File: src/rtl/mat_operand_seq.sv
// mat_operand_seq
// Operand sequencer for mat_mult. Holds a 4x4 X matrix (unsigned, A_W bits)
// and a 4x4 Y matrix (signed Q0.7, B_W bits) written through one write port.
// A start pulse streams the 16 (i,j) operand sets: A0n = X[i][n], Bn = Y[n][j].
//
// Build option: define OPSEQ_COLMAJOR_EN for column-major order (j outer,
// i inner). Without it the order is row-major (i outer, j inner).
//
// Ports:
//   clk_80, rst_80          clock (rising edge), synchronous active-high reset
//   wr_en_80, wr_sel_80     write strobe, 0 = X / 1 = Y
//   wr_row_80, wr_col_80    element address
//   wr_data_80              write data (Y uses the low B_W bits)
//   start_80                begin a 16-set stream (honoured only in IDLE)
//   stall_80                downstream hold, freezes the stream
//   busy_80                 high while streaming
//   A00_80..A03_80          X row i of the current set
//   B00_80..B03_80          Y column j of the current set
//   op_valid_80             operand set valid
//   op_row_80, op_col_80    (i,j) tag of the current set
//   op_last_80              high while set (3,3) is presented
//   done_80                 one-cycle pulse after set (3,3) is consumed
module mat_operand_seq #(
  parameter int A_W = 9,
  parameter int B_W = 8
) (
  input  logic           clk_80,
  input  logic           rst_80,
  input  logic           wr_en_80,
  input  logic           wr_sel_80,
  input  logic [1:0]     wr_row_80,
  input  logic [1:0]     wr_col_80,
  input  logic [A_W-1:0] wr_data_80,
  input  logic           start_80,
  input  logic           stall_80,
  output logic           busy_80,
  output logic [A_W-1:0] A00_80,
  output logic [A_W-1:0] A01_80,
  output logic [A_W-1:0] A02_80,
  output logic [A_W-1:0] A03_80,
  output logic [B_W-1:0] B00_80,
  output logic [B_W-1:0] B01_80,
  output logic [B_W-1:0] B02_80,
  output logic [B_W-1:0] B03_80,
  output logic           op_valid_80,
  output logic [1:0]     op_row_80,
  output logic [1:0]     op_col_80,
  output logic           op_last_80,
  output logic           done_80
);

  typedef enum logic [1:0] {IDLE, STREAM, DONE} state_t;

  state_t state_reg, state_next;

  // Storage must clear on reset, so it is kept in registers rather than RAM.
  logic [A_W-1:0] x_mem [4][4];
  logic [B_W-1:0] y_mem [4][4];

  logic [1:0]     row_reg, col_reg, row_next, col_next;
  logic [A_W-1:0] a_reg [4];
  logic [B_W-1:0] b_reg [4];
  logic [A_W-1:0] a_sel [4];
  logic [B_W-1:0] b_sel [4];
  logic           valid_reg, last_reg, busy_reg, done_reg;
  logic           load_set, clear_set;

  // Operand lanes for the set that will be presented after this edge.
  genvar gi;
  generate
    for (gi = 0; gi < 4; gi++) begin : g_lane
      assign a_sel[gi] = x_mem[row_next][gi];
      assign b_sel[gi] = y_mem[gi][col_next];
    end
  endgenerate

  always_comb begin
    state_next = state_reg;
    row_next   = row_reg;
    col_next   = col_reg;
    load_set   = 1'b0;
    clear_set  = 1'b0;
    case (state_reg)
      IDLE: begin
        if (start_80) begin
          state_next = STREAM;
          row_next   = 2'd0;
          col_next   = 2'd0;
          load_set   = 1'b1;
        end
      end
      STREAM: begin
        if (!stall_80) begin
          if (row_reg == 2'd3 && col_reg == 2'd3) begin
            state_next = DONE;
            row_next   = 2'd0;
            col_next   = 2'd0;
            clear_set  = 1'b1;
          end else begin
            load_set = 1'b1;
`ifdef OPSEQ_COLMAJOR_EN
            if (row_reg == 2'd3) begin
              row_next = 2'd0;
              col_next = col_reg + 2'd1;
            end else begin
              row_next = row_reg + 2'd1;
            end
`else
            if (col_reg == 2'd3) begin
              col_next = 2'd0;
              row_next = row_reg + 2'd1;
            end else begin
              col_next = col_reg + 2'd1;
            end
`endif
          end
        end
      end
      DONE: begin
        state_next = IDLE;
      end
      default: begin
        state_next = IDLE;
      end
    endcase
  end

  always_ff @(posedge clk_80) begin
    if (rst_80) begin
      state_reg <= IDLE;
      row_reg   <= '0;
      col_reg   <= '0;
      valid_reg <= 1'b0;
      last_reg  <= 1'b0;
      busy_reg  <= 1'b0;
      done_reg  <= 1'b0;
      for (int r = 0; r < 4; r++) begin
        a_reg[r] <= '0;
        b_reg[r] <= '0;
        for (int c = 0; c < 4; c++) begin
          x_mem[r][c] <= '0;
          y_mem[r][c] <= '0;
        end
      end
    end else begin
      // Storage is frozen during a run; a write coinciding with start lands
      // after the first set has already sampled the old contents.
      if (wr_en_80 && state_reg != STREAM) begin
        if (wr_sel_80) begin
          y_mem[wr_row_80][wr_col_80] <= wr_data_80[B_W-1:0];
        end else begin
          x_mem[wr_row_80][wr_col_80] <= wr_data_80;
        end
      end
      state_reg <= state_next;
      row_reg   <= row_next;
      col_reg   <= col_next;
      busy_reg  <= (state_next == STREAM);
      valid_reg <= (state_next == STREAM);
      done_reg  <= (state_next == DONE);
      if (load_set) begin
        last_reg <= (row_next == 2'd3) && (col_next == 2'd3);
      end else if (clear_set) begin
        last_reg <= 1'b0;
      end
      for (int n = 0; n < 4; n++) begin
        if (load_set) begin
          a_reg[n] <= a_sel[n];
          b_reg[n] <= b_sel[n];
        end else if (clear_set) begin
          a_reg[n] <= '0;
          b_reg[n] <= '0;
        end
      end
    end
  end

  assign busy_80     = busy_reg;
  assign op_valid_80 = valid_reg;
  assign op_row_80   = row_reg;
  assign op_col_80   = col_reg;
  assign op_last_80  = last_reg;
  assign done_80     = done_reg;
  assign A00_80      = a_reg[0];
  assign A01_80      = a_reg[1];
  assign A02_80      = a_reg[2];
  assign A03_80      = a_reg[3];
  assign B00_80      = b_reg[0];
  assign B01_80      = b_reg[1];
  assign B02_80      = b_reg[2];
  assign B03_80      = b_reg[3];

endmodule

File: config.mk
export PLATFORM = sky130hd
export DESIGN_NAME = mat_operand_seq
export DESIGN_NICKNAME = d
export VERILOG_FILES = /design/src/rtl/mat_operand_seq.sv
export SDC_FILE = /design/constraint.sdc
export NUM_CORES = 1
export LEC_CHECK = 0
export BUFFER_PORTS_ARGS = -buffer_cell sky130_fd_sc_hd__buf_2
export CAP_MARGIN = 20
export CORE_UTILIZATION = 49
export DETAILED_ROUTE_END_ITERATION = 12
export PLACE_DENSITY = 0.67
export SLEW_MARGIN = 20
export SYNTH_ARGS = -nofsm -noshare
export SYNTH_HDL_FRONTEND = slang
export SYNTH_SLANG_ARGS = --single-unit
File: constraint.sdc
create_clock -name clk_80 -period 6.1 [get_ports clk_80]
set_clock_uncertainty 0.1 [all_clocks]
set_input_delay 0.915 -clock clk_80 [delete_from_list [all_inputs] [get_ports clk_80]]
set_output_delay 0.915 -clock clk_80 [all_outputs]
set_load 0.005 [all_outputs]
==> flow_metrics.env <==
export IMPL_status="complete, no violations"
export IMPL_finalSetupTns_ns=0
export IMPL_cp_num_buf_inv=2
export IMPL_start_util=0.502
export IMPL_path_class="flop to flop"
export IMPL_grt_overflow_total=0
export IMPL_ys_top_cells_by_area="edfxtp_1, and2_1, mux2i_1"
export IMPL_fill_cells=2408
export IMPL_rr_startpoint="op_col_80[0]"
export IMPL_relSlewSlack=0.405
export IMPL_fin_crit_ns=3.15
export IMPL_peakVddDrop_mv=0.173
export IMPL_dp_hpwl_mm=18.6
export IMPL_startpoint="op_col_80[0]"
export IMPL_numCtsBuffers=36
export IMPL_final_cell_mix="edfxtp_1, and2_1, mux2i_1"
export IMPL_rrSetupSlack_ns=2.95
export IMPL_place_area_um2=15700
export IMPL_largest_reg_flops=144
export IMPL_final_core_util=0.561
export IMPL_pin_count=95
export IMPL_period_share=0.516
export IMPL_synth_cells=1017
export IMPL_cp_max_fo=39
export IMPL_holdWs_ns=0.406
export IMPL_grt_pass1_wl_mm=47.7
export IMPL_crit_family="buffers and inverters"
export IMPL_yosysUniqueCellTypes=36
export IMPL_antenna_found_initial=1
export IMPL_worstSetupEndpointType="flop"
export IMPL_die_w_um=177
export IMPL_nNetsFinal=1115
export IMPL_layout_drive_gt1_share=0.176
export IMPL_cap_violations=0
export IMPL_worstMarginPinSlew_ns=0.889
export IMPL_min_from="op_last_80"
export IMPL_power_density_nw_per_um2=300
export IMPL_cts_resized=0
export IMPL_cts_setup_buffers=0
export IMPL_synth_nets=1038
export IMPL_path_clk_slew_ns=0.06
export IMPL_clkLatencyLatePin_ns=0.51
export IMPL_grt_start_max_net_pins=46
export IMPL_num_vias=8257
export IMPL_worst_slack_ns=2.95
export IMPL_start_kind="flop"
export IMPL_synth_warning_count=0
export IMPL_num_rows=63
export IMPL_setup_viol=0
export IMPL_areaGrowthSynthToFinish_pct=11.8
export IMPL_hold_buffers=0
export IMPL_hp_class="flop to flop"
export IMPL_cp_slowest_stage_delay_ns=0.64
export IMPL_clock_sinks=349
export IMPL_first_iter_violations=620
export IMPL_grt_total_usage=0.206
export IMPL_numPortBuffers=94
export IMPL_die_area_um2=31200
export IMPL_drcViolationCount=0
export IMPL_grt_pass1_vias=8261
export IMPL_wl_per_cell_um=21.0
export IMPL_rsz0062_at_grt="no"
export IMPL_finalHoldViolCount=0
export IMPL_design_area_um2=16700
export IMPL_clock_path_buffers=3
export IMPL_critPathSlowestCell="buf_4"
export IMPL_ys_seq_area_frac=0.695
export IMPL_synth_top_cell_area_share=0.683
export IMPL_cts_root_buf="clkbuf_16"
export IMPL_core_region_area_um2=29800
export IMPL_htreeDepth=2
export IMPL_worstPathArrival_ns=3.27
export IMPL_wl_mm=31.6
export IMPL_drv_slew=0
export IMPL_via_per_inst=5.48
export IMPL_fmax_mhz=318
export IMPL_globalplace_congestion=0.810
export IMPL_crit_required_ns=6.22
export IMPL_detailedPlace_worstSlack_ns=2.53
export IMPL_syn_area_um2=14900
export IMPL_mostFrequentLayoutCell="edfxtp_1"
export IMPL_yosysTopAreaCell="edfxtp_1"
export IMPL_crit_path_cell_trace="ha_1 > nor2b_2 > mux2i_1 > o21ai_4 > buf_4 > buf_4 > mux2i_1 > o22ai_1"
export IMPL_synth_ff_latch_count=349
export IMPL_drt_first_pass_iters=5
export IMPL_power_leakage_nw=6.58
export IMPL_antenna_left=0
export IMPL_die_h_um=177
export IMPL_avgSynthCellArea_um2=14.7
export IMPL_cts_tree="built"
==> metal layers <==
metal,vias to the layer above,track usage,routed length (um)
met5,-,0,12
met4,2,0.0506,567
met3,47,0.0277,1820
met2,244,0.340,15200
met1,4121,0.288,14000
li1,3843,-,-
==> final timing paths <==
check             cells past startpoint           to
setup / recovery                      8  a_reg[1][8]
hold / removal                        1   op_last_80
setup reg to reg                      8  a_reg[1][8]
hold reg to reg                       1   op_last_80
==> final cells by class <==
cell class / instances / area (um2) / share of cell area
Clock buffer: 42 / 945 / 0.0565
Clock inverter: 19 / 119 / 0.00711
Timing Repair Buffer: 102 / 531 / 0.0317
Sequential cell: 349 / 10400 / 0.621
Inverter: 1 / 3.75 / 0.000225
Tap cell: 390 / 488 / 0.0292
Multi-Input combinational cell: 604 / 4240 / 0.254
Antenna cell: 1 / 2.50 / 0.000150
==> Yosys cell counts <==
cell type	number
buf_6	3
o22ai_1	68
and2b_1	1
a221oi_1	1
nor2b_2	1
nor4b_4	1
o21bai_2	1
a311o_1	1
inv_1	1
nand3_1	2
nor3_1	3
a311oi_1	2
nor2b_1	5
a21boi_0	1
a21oi_1	3
o21ai_1	1
nand2_1	14
edfxtp_1	340
and3_1	1
a22o_1	1
nor2_2	4
clkbuf_1	33
buf_4	13
and4b_1	1
or2_2	35
nor4_1	1
and2_1	272
dfxtp_1	9
buf_2	13
a32o_1	1
nand2b_1	8
nor2_1	35
a22oi_2	1
mux2i_1	137
clkbuf_4	1
ha_1	2
==> through the flow <==
step / power (mW) / instances
floorplan: 2.94 / 1017
CTS: 5.05 / 1507
global route: 5.16 / 1507
finish: 5.02 / 1508
detailed placement: 3.06 / 1446
global placement: 3.05 / 1446
==> logic make-up (layout without fill, tap and decap cells) <==
group | after synthesis | in the layout | synth area share
buf+inv | 64 | 164 | 0.0222
other cells | 0 | 1 | 0
compound gates | 81 | 81 | 0.0356
fa+ha+maj | 2 | 2 | 0.00167
mux | 137 | 137 | 0.0917
flops | 349 | 349 | 0.695
simple gates | 384 | 384 | 0.154
==> power breakdown <==
| part | internal (mW) | leakage [nW] | switching [mW] |
|---|---|---|---|
| registers | 2.73 | 3.66 | 0.0328 |
| logic | 0.0734 | 2.39 | 0.168 |
| clock network | 1.15 | 0.529 | 0.869 |
| total | 3.95 | 6.58 | 1.07 |
Power figures use the tool's default switching activity.
